--- src/rtl/config_write_controller.sv ---
// Decodes framed CMD/ADDR/DATA_HI/DATA_LO byte packets into single-cycle phase-step config writes.
// Optional CONFIG_WRITE_BURST_EN: extra byte pairs in the same frame write to consecutive addresses.
module config_write_controller #(
  parameter int NUM_VOICE_OPERATORS = 32,
  parameter int ADDR_WIDTH          = 5
) (
  input  logic                  i_Clock,
  input  logic                  i_Reset,
  input  logic                  i_FrameActive,
  input  logic                  i_RxByteValid,
  input  logic [7:0]            i_RxByte,
  output logic                  o_ConfigWriteEnable,
  output logic [ADDR_WIDTH-1:0] o_ConfigWriteAddr,
  output logic [15:0]           o_ConfigWriteData,
  output logic                  o_Busy,
  output logic                  o_Error
);

  localparam logic [2:0] S_IDLE     = 3'd0;
  localparam logic [2:0] S_ADDR     = 3'd1;
  localparam logic [2:0] S_DHI      = 3'd2;
  localparam logic [2:0] S_DLO      = 3'd3;
  localparam logic [2:0] S_DRAIN    = 3'd4;
`ifdef CONFIG_WRITE_BURST_EN
  localparam logic [2:0] S_BURST_HI = 3'd5;
  localparam logic [2:0] S_BURST_LO = 3'd6;
`endif

  localparam logic [7:0] CMD_WRITE_STEP = 8'h01;
  localparam logic [8:0] NUM_OPS        = 9'(NUM_VOICE_OPERATORS);

  logic [2:0]            state_q, state_d;
  logic                  frame_q;
  logic                  error_q, error_d;
  logic [ADDR_WIDTH-1:0] addr_q, addr_d;
  logic [7:0]            data_hi_q, data_hi_d;
  logic                  wr_en_q, wr_en_d;
  logic [ADDR_WIDTH-1:0] wr_addr_q, wr_addr_d;
  logic [15:0]           wr_data_q, wr_data_d;

  logic accept;
  logic frame_rise;
  assign accept     = i_RxByteValid & i_FrameActive;
  assign frame_rise = i_FrameActive & ~frame_q;

`ifdef CONFIG_WRITE_BURST_EN
  logic [8:0] next_addr_ext;
  assign next_addr_ext = 9'(addr_q) + 9'd1;
`endif

  // Packet fields are staged in addr_q/data_hi_q so the write outputs only change on a write.
  always_comb begin
    state_d   = state_q;
    error_d   = error_q;
    addr_d    = addr_q;
    data_hi_d = data_hi_q;
    wr_en_d   = 1'b0;
    wr_addr_d = wr_addr_q;
    wr_data_d = wr_data_q;

    if (frame_rise) begin
      error_d = 1'b0;
    end

    if (!i_FrameActive) begin
      state_d = S_IDLE;
    end else if (accept) begin
      case (state_q)
        S_IDLE: begin
          if (i_RxByte == CMD_WRITE_STEP) begin
            state_d = S_ADDR;
          end else begin
            error_d = 1'b1;
            state_d = S_DRAIN;
          end
        end
        S_ADDR: begin
          if ({1'b0, i_RxByte} >= NUM_OPS) begin
            error_d = 1'b1;
            state_d = S_DRAIN;
          end else begin
            addr_d  = i_RxByte[ADDR_WIDTH-1:0];
            state_d = S_DHI;
          end
        end
        S_DHI: begin
          data_hi_d = i_RxByte;
          state_d   = S_DLO;
        end
        S_DLO: begin
          wr_en_d   = 1'b1;
          wr_addr_d = addr_q;
          wr_data_d = {data_hi_q, i_RxByte};
`ifdef CONFIG_WRITE_BURST_EN
          state_d   = S_BURST_HI;
`else
          state_d   = S_IDLE;
`endif
        end
        S_DRAIN: begin
          state_d = S_DRAIN;
        end
`ifdef CONFIG_WRITE_BURST_EN
        // No wrap-around: running past the last operator rejects the rest of the frame.
        S_BURST_HI: begin
          if (next_addr_ext >= NUM_OPS) begin
            error_d = 1'b1;
            state_d = S_DRAIN;
          end else begin
            addr_d    = ADDR_WIDTH'(next_addr_ext);
            data_hi_d = i_RxByte;
            state_d   = S_BURST_LO;
          end
        end
        S_BURST_LO: begin
          wr_en_d   = 1'b1;
          wr_addr_d = addr_q;
          wr_data_d = {data_hi_q, i_RxByte};
          state_d   = S_BURST_HI;
        end
`endif
        default: begin
          state_d = S_IDLE;
        end
      endcase
    end
  end

  always_ff @(posedge i_Clock or posedge i_Reset) begin
    if (i_Reset) begin
      state_q   <= S_IDLE;
      frame_q   <= 1'b0;
      error_q   <= 1'b0;
      addr_q    <= '0;
      data_hi_q <= '0;
      wr_en_q   <= 1'b0;
      wr_addr_q <= '0;
      wr_data_q <= '0;
    end else begin
      state_q   <= state_d;
      frame_q   <= i_FrameActive;
      error_q   <= error_d;
      addr_q    <= addr_d;
      data_hi_q <= data_hi_d;
      wr_en_q   <= wr_en_d;
      wr_addr_q <= wr_addr_d;
      wr_data_q <= wr_data_d;
    end
  end

  assign o_ConfigWriteEnable = wr_en_q;
  assign o_ConfigWriteAddr   = wr_addr_q;
  assign o_ConfigWriteData   = wr_data_q;
  assign o_Busy              = (state_q != S_IDLE);
  assign o_Error             = error_q;

endmodule

--- config.mk ---
export PLATFORM = sky130hd
export DESIGN_NAME = config_write_controller
export DESIGN_NICKNAME = d
export VERILOG_FILES = /design/src/rtl/config_write_controller.sv
export SDC_FILE = /design/constraint.sdc
export NUM_CORES = 1
export LEC_CHECK = 0
export BUFFER_PORTS_ARGS = -buffer_cell sky130_fd_sc_hd__buf_2
export CORE_MARGIN = 3
export CORE_UTILIZATION = 42
export CTS_CLUSTER_SIZE = 40
export DETAILED_ROUTE_END_ITERATION = 7
export PLACE_DENSITY = 0.62
export SKIP_LAST_GASP = 1
export SYNTH_ARGS = -nofsm -noshare
export SYNTH_HDL_FRONTEND = slang
export SYNTH_SLANG_ARGS = --single-unit
--- constraint.sdc ---
create_clock -name i_Clock -period 4.1 [get_ports i_Clock]
set_input_delay 0.82 -clock i_Clock [delete_from_list [all_inputs] [get_ports i_Clock]]
set_output_delay 0.82 -clock i_Clock [all_outputs]
set_load 0.03 [all_outputs]
==> summary.md, run 1 <==
| Metric | Value |
|---|---|
| Net Sw Frac | 23.7% |
| Status | complete, no violations |
| Via count | 1009 |
| Worst Path Max Fanout | 6 |
| Vias in the first global route | 1068 |
| Placeable Area | 3740 um2 |
| CP Class | reg2out |
| FFs w/ async S/R, synth | 100% |
| GRT Resource Usage Total | 14.1% |
| Final setup fails | 0 |
| Fin. max-slew vios | 0 |
| Reg2reg path depth | 3 |
| Power per cell area | 364 nW/um2 |
| Max-cap viol count | 0 |
| Clock Sinks | 40 |
| Final worst path period need | 2.08 ns |
| Post-Synthesis Cells | 106 |
| EDFF count, synth | 0 |
| First-pass GRT wire length | 5.40 mm |
| Wire per inst | 15.5 um |
| Largest net degree at the start of global routing | 41 |
| DRC Markers | 0 |
| Antenna Cells | 0 |
| Worst VDD drop | 0.260 mV |
| Inst Count DP | 188 |
| Commonest cells in the netlist | dfrtp_1 (40), mux2_4 (19), mux2_2 (15) |
| Clock transition at the registers of the reported paths | 0.07 ns |
| Fmax | 0.481 GHz |
| Starting density of the core | 44.8% |
| CP cell instances | or3_1, buf_2 |
| Measured slew at the worst slew-check pin | 0.704 ns |
| Pleak | 1.09 nW |
| WP buf/inv | 1 |
| Post-synthesis sequential area ratio | 59.7% |
| Cell area after synthesis | 1680 um2 |
| Switching power | 0.169 mW |
| Initial antenna violation count | 0 |
| RSZ-0062 raised after global routing | no |
| Reg power frac | 57.8% |
| Reg2Reg Launch Point | state_q[2] |
| Share of cells above drive strength 1 | 55.8% |
| GP Congestion | 0.808 |
| TritonCTS clock tree | yes |
| Post-route setup TNS | 0 ns |
| Fin nets | 159 |
| Worst hold path type | reg2reg |
| Delay of the slowest critical-path stage | 0.44 ns |
| Mean Syn Cell Area | 15.8 um2 |
| Layout area overhead | 16.5% |
| Die height | 69.2 um |
| Most frequent cell after synthesis | dfrtp_1 |
| Syn_nets | 118 |
| Worst R2R End | data_hi_q[0] |
| Clk_skew | 0.00539 ns |
| Reg2reg setup slack | 2.37 ns |
| Worst skew pair latency | 0.28 ns |
| Top-Level Pins | 36 |
| Total Routed Length | 3.03 mm |
| H-tree Lvls | 2 |
| HP Start | frame_q |
| Finished Layout Cells | 195 |
| Max-slew headroom | 52.8% |
| DIE AREA | 4790 um2 |
| Ys Warns | 0 |
| Clock Tree Buf Depth | 2 |
| DIE WIDTH | 69.2 um |
| Initial DRC Count | 43 |
| Hold path cells | 2 |
| CP max-delay cell | dfrtp_1 |
| Largest cells by area after synthesis | dfrtp_1 (60%), mux2_4 (17%), mux2_2 (10%), buf_12 (2.4%), nand3_1 (1.2%) |
| Router iterations before antenna repair | 4 |
| Total grt overflow | 0 |
| Cell chosen for the clock root | clkbuf_8 |
| Yosys reg bits | 40 |
| Gate power share | 8.4% |
| Setup Fix Bufs, Post-CTS | 0 |
| Crit path required time | 3.28 ns |
| Setup crit start | state_q[1] |
| Period utilisation layout | 50.7% |
| Dpl hpwl | 2.09 mm |
| Worst Setup End Kind | output pin |
| Hold EP | o_Error |
| Hold Fails Final Rpt | 0 |
| Post-CTS Resized | 0 |
| Row cnt | 22 |
| Yosys top cell area share | 59.7% |
| Dominant synthesized flop cell | dfrtp_1 |
| Cts hold-fix bufs | 0 |
| CP delay by family, top | flip-flops |
| IO buf count | 35 |
| Synth area leader | dfrtp_1 |
| Data arrival, critical path | 1.26 ns |
| Type of origin of the critical path | flip-flop |
| Vias/cell | 5.17 |
| Total clock buffers created by CTS | 5 |
| Library cells used by synthesis | 24 |
| Post-route antenna net violation count | 0 |
| Clock share of power | 33.7% |
| Internal Power | 0.542 mW |
-- worst max path at each step --
stage / to / slack, ns / cells past startpoint
final: o_Busy / 2.02 / 2
after floorplan: state_q[0] / 2.17 / 3
after global placement: data_hi_q[0] / 1.96 / 4
after CTS: o_Busy / 2.01 / 2
after global routing: o_Busy / 1.95 / 2
after detailed placement: data_hi_q[0] / 1.94 / 4
-- cell families after synthesis --
family                 synth area share [%]
AO/OA/AOI/OAI                          2.31
buffers and inverters                  3.96
flip-flops                             59.7
multiplexers                           27.1
AND/OR/NAND/NOR                        6.94
-- power by group through the flow --
stage               clock [mW]  combinational, mW  sequential (mW)
floorplan                    0             0.0274            0.428
global placement             0             0.0599            0.418
detailed placement           0             0.0609            0.419
CTS                      0.249             0.0611            0.411
global route             0.270             0.0658            0.413
finish                   0.240             0.0599            0.411
-- cell usage in the layout (no fill, tap or decap), types with 2 or more instances in the layout --
| cell type | n |
|---|---|
| dfrtp_1 | 40 |
| mux2_4 | 19 |
| buf_2 | 35 |
| nand2_1 | 3 |
| inv_1 | 3 |
| o21ai_0 | 2 |
| or3_1 | 2 |
| buf_4 | 2 |
| nand3_1 | 4 |
| mux2_2 | 15 |
| nand2b_1 | 2 |
| clkbuf_8 | 5 |
-- sequential cells by signal, indices dropped and copies added (netlist names) --
| register | count |
|---|---|
| addr_q | 5 |
| frame_q | 1 |
| o_ConfigWriteEnable | 1 |
| o_ConfigWriteAddr | 5 |
| o_ConfigWriteData | 16 |
| state_q | 3 |
| data_hi_q | 8 |
| o_Error | 1 |
-- area by class of cell --
cell class	instances	area (um2)
Fill cell	351	1790
Sequential cell	40	1000
Multi-Input combinational cell	59	609
Timing Repair Buffer	37	190
Inverter	4	15.0
Tap cell	48	60.1
Clock buffer	6	72.6
Clock inverter	1	5.00
-- per-stage QoR --
stage          util, %  setup WS, ns  area (um2)  total power [mW]  hold slack [ns]
6_report          52.2          2.02        1950             0.711            0.489
5_1_grt           52.2          1.95        1950             0.749            0.523
4_1_cts           52.2          2.01        1950             0.721            0.497
3_5_place_dp      50.1          1.94        1880             0.480            0.484
3_3_place_gp      50.1          1.96        1880             0.478            0.476
2_1_floorplan        -          2.17        1680             0.455            0.458
-- worst register-to-register path: stages (launching register included) --
cell	delay, ns
dfrtp_1	0.42
nand2b_1	0.20
nor3_2	0.60
mux2_2	0.41
-- layer usage --
layer  GRT usage, %  share of wire [%]  vias up
li1               -                  -      457
met3           5.36                6.4        4
met1           19.9                 47      512
met5              0                  0        -
met2           20.0                 46       36
met4           4.12                1.0        0
Note: power is estimated with default switching activity, not from simulation.
==> inputs of run 2 (changes only) <==
--- a/config.mk
+++ b/config.mk
@@ -10,7 +10,7 @@
 export CORE_UTILIZATION = 42
 export CTS_CLUSTER_SIZE = 40
 export DETAILED_ROUTE_END_ITERATION = 7
-export PLACE_DENSITY = 0.62
+export PLACE_DENSITY = 0.65
 export SKIP_LAST_GASP = 1
 export SYNTH_ARGS = -nofsm -noshare
 export SYNTH_HDL_FRONTEND = slang
==> constraint.sdc (replaced) <==
create_clock -name i_Clock -period 1.65 [get_ports i_Clock]
set_input_delay 0.33 -clock i_Clock [delete_from_list [all_inputs] [get_ports i_Clock]]
set_output_delay 0.33 -clock i_Clock [all_outputs]
set_load 0.03 [all_outputs]
==> run 2 against run 1 <==
- total power rose to 2.8 times the previous value
- clock power rose to 3.2 times the previous value
- count of clock-buffer cells in the layout unchanged
- cell count up 6.2%
- critical path type unchanged
- largest cell class unchanged
==> summary.md, run 2 (synthesis results as in run 1) <==
| Metric | Value |
|---|---|
| TritonCTS clock tree | yes |
| Clk_skew | 0.00713 ns |
| Net Sw Frac | 22.4% |
| Top-Level Pins | 36 |
| Post-Place Worst Slack | -0.00940 ns |
| Most common cell after layout, fill and taps aside | dfrtp_1 |
| Max-cap viol count | 0 |
| Antenna Cells | 0 |
| DIE AREA | 4790 um2 |
| H-tree Lvls | 2 |
| Share of cells above drive strength 1 | 60.4% |
| Hold Fails Final Rpt | 0 |
| Post-route setup TNS | 0 ns |
| Initial antenna violation count | 0 |
| Power per cell area | 929 nW/um2 |
| Final setup fails | 0 |
| Placeable Area | 3740 um2 |
| Crit path required time | 1.32 ns |
| Clock share of power | 39.2% |
| Layout area overhead | 25.7% |
| Max FFs per register | 16 |
| DIE WIDTH | 69.2 um |
| CP Class | reg2out |
| Reg2Reg Launch Point | state_q[2] |
| Worst skew pair latency | 0.29 ns |
| GRT Resource Usage Total | 14.9% |
| CP delay by family, top | flip-flops |
| Reg2reg setup slack | 0.04 ns |
| IO buf count | 35 |
| Worst Setup End Kind | output pin |
| Vias/cell | 5.11 |
| Data arrival, critical path | 1.30 ns |
| Largest net degree at the start of global routing | 41 |
| Via count | 1057 |
| Worst R2R End | o_ConfigWriteData[13] |
| Top sig layer | met4 |
| First-pass GRT wire length | 5.46 mm |
| Router iterations before antenna repair | 4 |
| Max-slew headroom | 66.6% |
| Fmax | 0.615 GHz |
| Clock Sinks | 40 |
| Most common cell on crit path | buf_6 |
| RSZ-0062 raised after global routing | yes |
| Total power draw | 1.96 mW |
| Total Routed Length | 3.30 mm |
| Reg2reg path depth | 4 |
| Die height | 69.2 um |
| Pleak | 1.17 nW |
| Status | complete, no violations |
| Final worst path period need | 1.63 ns |
| Metal1 wirelength | 1.38 mm |
| Met2 wire length | 1.66 mm |
| Period utilisation layout | 98.5% |
| CP max-delay cell | dfrtp_1 |
| Internal Power | 1.52 mW |
| Worst VDD drop | 0.438 mV |
| Wire per inst | 16.0 um |
| Fin area | 2110 um2 |
| DRC Markers | 0 |
| WP buf/inv | 2 |
| Clock transition at the registers of the reported paths | 0.08 ns |
| Final core utilization | 56.3% |
| Total clock buffers created by CTS | 5 |
| Starting density of the core | 44.8% |
| Commonest non-fill, non-tap cells in the layout | dfrtp_1 (40), buf_2 (34), mux2_4 (19), mux2_2 (15), buf_4 (10) |
| Reg power frac | 52.3% |
| Clock Tree Buf Depth | 2 |
| Fin. max-slew vios | 0 |
| Vias in the first global route | 1117 |
| Worst Path Max Fanout | 4 |
| Fin worst setup slack | 0.0242 ns |
| Type of origin of the critical path | flip-flop |
| Fin nets | 170 |
| Post-route antenna net violation count | 0 |
| Switching power | 0.439 mW |
| Post-DP Area | 1950 um2 |
| Total grt overflow | 0 |
| Gate power share | 8.5% |
| Row cnt | 22 |
| Worst hold path type | in2async |
| Fill count | 330 |
| Delay of the slowest critical-path stage | 0.40 ns |
| CP cell instances | buf_6, or3_4, buf_6 |
| Cts hold-fix bufs | 0 |
| Initial DRC Count | 43 |
| Measured slew at the worst slew-check pin | 0.501 ns |
| Cell chosen for the clock root | clkbuf_8 |
| DR WL met3 | 166 um |
| Dpl hpwl | 2.34 mm |
| GP Congestion | 0.794 |
-- run 2: worst max path at each step --
stage,start,to,slack (ns),cells after the start
after global routing,state_q[0],o_Busy,-0.02,3
after CTS,state_q[0],o_Busy,0.004,3
after global placement,i_RxByte[1],state_q[0],0.05,4
after detailed placement,i_RxByte[1],o_Error,-0.009,4
final,state_q[0],o_Busy,0.02,3
after floorplan,state_q[2],o_ConfigWriteAddr[0],0.05,5
-- run 2: area by class of cell --
| type | instances | area [um2] | share of cell area [%] |
|---|---|---|---|
| clock buffers | 6 | 72.6 | 3.44 |
| clock inverters | 2 | 35.0 | 1.66 |
| inverters | 4 | 15.0 | 0.712 |
| multi-input cells | 59 | 626 | 29.7 |
| flip-flops and latches | 40 | 1000 | 47.5 |
| well taps | 48 | 60.1 | 2.85 |
| repair buffers | 48 | 299 | 14.2 |
-- run 2: metal layers --
layer  global-route usage [%]  vias up
li1                         -      478
met1                     17.7      530
met2                     23.9       37
met3                     4.20       12
met4                     8.68        0
met5                        0        -
-- run 2: stage by stage --
step	instances	hold WS, ns
finish	207	0.159
global route	207	0.219
CTS	205	0.161
detailed placement	196	0.475
global placement	196	0.466
floorplan	106	0.361
-- run 2: timing repair --
action                                  in CTS  in global routing
endpoints found under the setup margin       1                 30
setup buffers                                1                  2
gates resized for setup                      4                  3
-- run 2: power by group through the flow --
stage / Clock, mW / Combinational [mW] / Sequential (mW)
finish: 0.769 / 0.166 / 1.02
global route: 0.831 / 0.178 / 1.03
CTS: 0.798 / 0.167 / 1.02
detailed placement: 0 / 0.156 / 1.04
global placement: 0 / 0.150 / 1.04
floorplan: 0 / 0.0682 / 1.06
-- run 2: worst min-delay path, cell delays in order --
cell and delay (ns):
buf_2 0.09, inv_1 0.04, buf_4 0.42
==> inputs of run 3 (changes only) <==
--- a/config.mk
+++ b/config.mk
@@ -5,7 +5,7 @@
 export SDC_FILE = /design/constraint.sdc
 export NUM_CORES = 1
 export LEC_CHECK = 0
-export BUFFER_PORTS_ARGS = -buffer_cell sky130_fd_sc_hd__buf_2
+export BUFFER_PORTS_ARGS = -buffer_cell sky130_fd_sc_hd__buf_4
 export CORE_MARGIN = 3
 export CORE_UTILIZATION = 42
 export CTS_CLUSTER_SIZE = 40
==> run 3 against run 2 <==
- sequential cell count unchanged
- fmax decreased by 0.20%
- via count down 3.9%
- count of clock-buffer cells in the layout did not move
- first-iteration DRC count decreased by 7.0%
- global-route usage down 0.75 points
- cell count decreased by 1.4%
- critical endpoint unchanged
==> summary.md, run 3 (synthesis results as in run 1) <==
| Metric | Value |
|---|---|
| Status | complete, no violations |
| Inst Count DP | 196 |
| Most common cell after layout, fill and taps aside | buf_4 |
| DIE WIDTH | 69.2 um |
| Largest net degree at the start of global routing | 41 |
| Data arrival, critical path | 1.30 ns |
| First-pass GRT wire length | 5.33 mm |
| Cell chosen for the clock root | clkbuf_8 |
| Reg2reg path depth | 4 |
| Fin nets | 168 |
| Commonest non-fill, non-tap cells in the layout | buf_4 (44), dfrtp_1 (40), mux2_4 (19), mux2_2 (15), clkbuf_8 (5) |
| Final core utilization | 56.9% |
| Wire per inst | 14.8 um |
| Type of origin of the critical path | flip-flop |
| Vias in the first global route | 1101 |
| Placeable Area | 3740 um2 |
| Via count | 1016 |
| Total Routed Length | 3.01 mm |
| TritonCTS clock tree | yes |
| DRC Markers | 0 |
| Reg2Reg Launch Point | state_q[2] |
| H-tree Lvls | 2 |
| Worst hold path type | in2async |
| RSZ-0062 raised after global routing | yes |
| Row cnt | 22 |
| Max-cap viol count | 0 |
| Worst skew pair latency | 0.29 ns |
| Finished Layout Cells | 204 |
| Clock Sinks | 40 |
| Max FFs per register | 16 |
| Measured slew at the worst slew-check pin | 0.498 ns |
| Cts hold-fix bufs | 0 |
| Clock Tree Buf Depth | 2 |
| Worst Path Max Fanout | 6 |
| Total grt overflow | 0 |
| Delay of the slowest critical-path stage | 0.38 ns |
| Initial antenna violation count | 0 |
| Total clock buffers created by CTS | 5 |
| Worst R2R End | o_ConfigWriteData[8] |
| Starting density of the core | 44.8% |
| Post-route setup TNS | 0 ns |
| Hold Fails Final Rpt | 0 |
| CP Class | reg2out |
| Pleak | 1.15 nW |
| Fin. max-slew vios | 0 |
| Crit path required time | 1.32 ns |
| Final setup fails | 0 |
| IO buf count | 35 |
| GP Congestion | 0.743 |
| Clock transition at the registers of the reported paths | 0.07 ns |
| Vias/cell | 4.98 |
| DIE AREA | 4790 um2 |
| Fin area | 2130 um2 |
| Worst VDD drop | 0.461 mV |
| Fmax | 0.614 GHz |
| Final worst path period need | 1.63 ns |
| Worst Setup End Kind | output pin |
| Antenna Cells | 0 |
| CP cell instances | buf_4, or3_1, buf_6 |
| Die height | 69.2 um |
| Max-slew headroom | 66.8% |
| Reg2reg setup slack | 0.05 ns |
| Period utilisation layout | 98.7% |
| CP max-delay cell | dfrtp_1 |
| Share of cells above drive strength 1 | 59.0% |
| Initial DRC Count | 40 |
| Post-route antenna net violation count | 0 |
| GRT Resource Usage Total | 14.1% |
| Top-Level Pins | 36 |
| Power per cell area | 843 nW/um2 |
| Router iterations before antenna repair | 2 |
| Total power draw | 1.80 mW |
| Clk_skew | 0.00360 ns |
| Layout area overhead | 27.0% |
| Post-DP Area | 2040 um2 |
| Dpl hpwl | 2.11 mm |
[run 3: cell types whose count changed in the layout (fill, tap and decap cells not counted)]
cell       previous run  this run
nor3_4                1         0
or3_4                 2         1
or3_1                 0         1
buf_4                10        44
buf_2                34         0
bufinv_16             1         0
buf_6                 3         1
nor3_2                0         1
[run 3: worst max path at each step]
| stage | startpoint | to | slack (ns) | cells past startpoint |
|---|---|---|---|---|
| floorplan | state_q[2] | o_ConfigWriteAddr[0] | 0.05 | 5 |
| global placement | i_RxByte[1] | state_q[0] | 0.04 | 4 |
| detailed placement | i_RxByte[1] | o_Error | -0.02 | 4 |
| CTS | state_q[0] | o_Busy | 0.003 | 3 |
| global route | state_q[0] | o_Busy | -0.03 | 3 |
| finish | state_q[0] | o_Busy | 0.02 | 3 |
[run 3: where the power goes]
group | switching [mW] | internal (mW) | leakage, nW | total [mW]
registers | 0.0165 | 1.01 | 0.544 | 1.02
clock network | 0.315 | 0.287 | 0.0410 | 0.603
logic | 0.0949 | 0.0753 | 0.570 | 0.170
[run 3: worst max-delay path: cells and delay by family, from the launching register on]
kind | cells | cell delay, ns
buf+inv | 2 | 0.31
flops | 1 | 0.38
simple gates | 1 | 0.32
[run 3: what timing repair did]
item                                    CTS  global route
gates resized for setup                   0             2
cloned                                    0             0
pin swaps                                 0             0
buffers inserted                          1             0
endpoints found under the setup margin    1            20
[run 3: layout make-up]
| class | instances | area, um2 |
|---|---|---|
| Tap cell | 48 | 60.1 |
| Timing Repair Buffer | 46 | 362 |
| Sequential cell | 40 | 1000 |
| Clock buffer | 6 | 72.6 |
| Multi-Input combinational cell | 59 | 614 |
| Fill cell | 321 | 1610 |
| Clock inverter | 1 | 5.00 |
| Inverter | 4 | 15.0 |
[run 3: metal layers]
layer | share of wire [%] | up-vias | GRT usage (%)
met4 | 1.1 | 0 | 5.21
met3 | 6.4 | 4 | 5.65
li1 | - | 470 | -
met5 | 0 | - | 0
met2 | 48 | 28 | 21.7
met1 | 45 | 514 | 18.0
[run 3: per-stage QoR]
step | setup WS, ns | hold slack (ns)
final | 0.0209 | 0.165
after global routing | -0.0324 | 0.190
after CTS | 0.00306 | 0.183
after detailed placement | -0.0193 | 0.492
after global placement | 0.0438 | 0.480
after floorplan | 0.0512 | 0.361
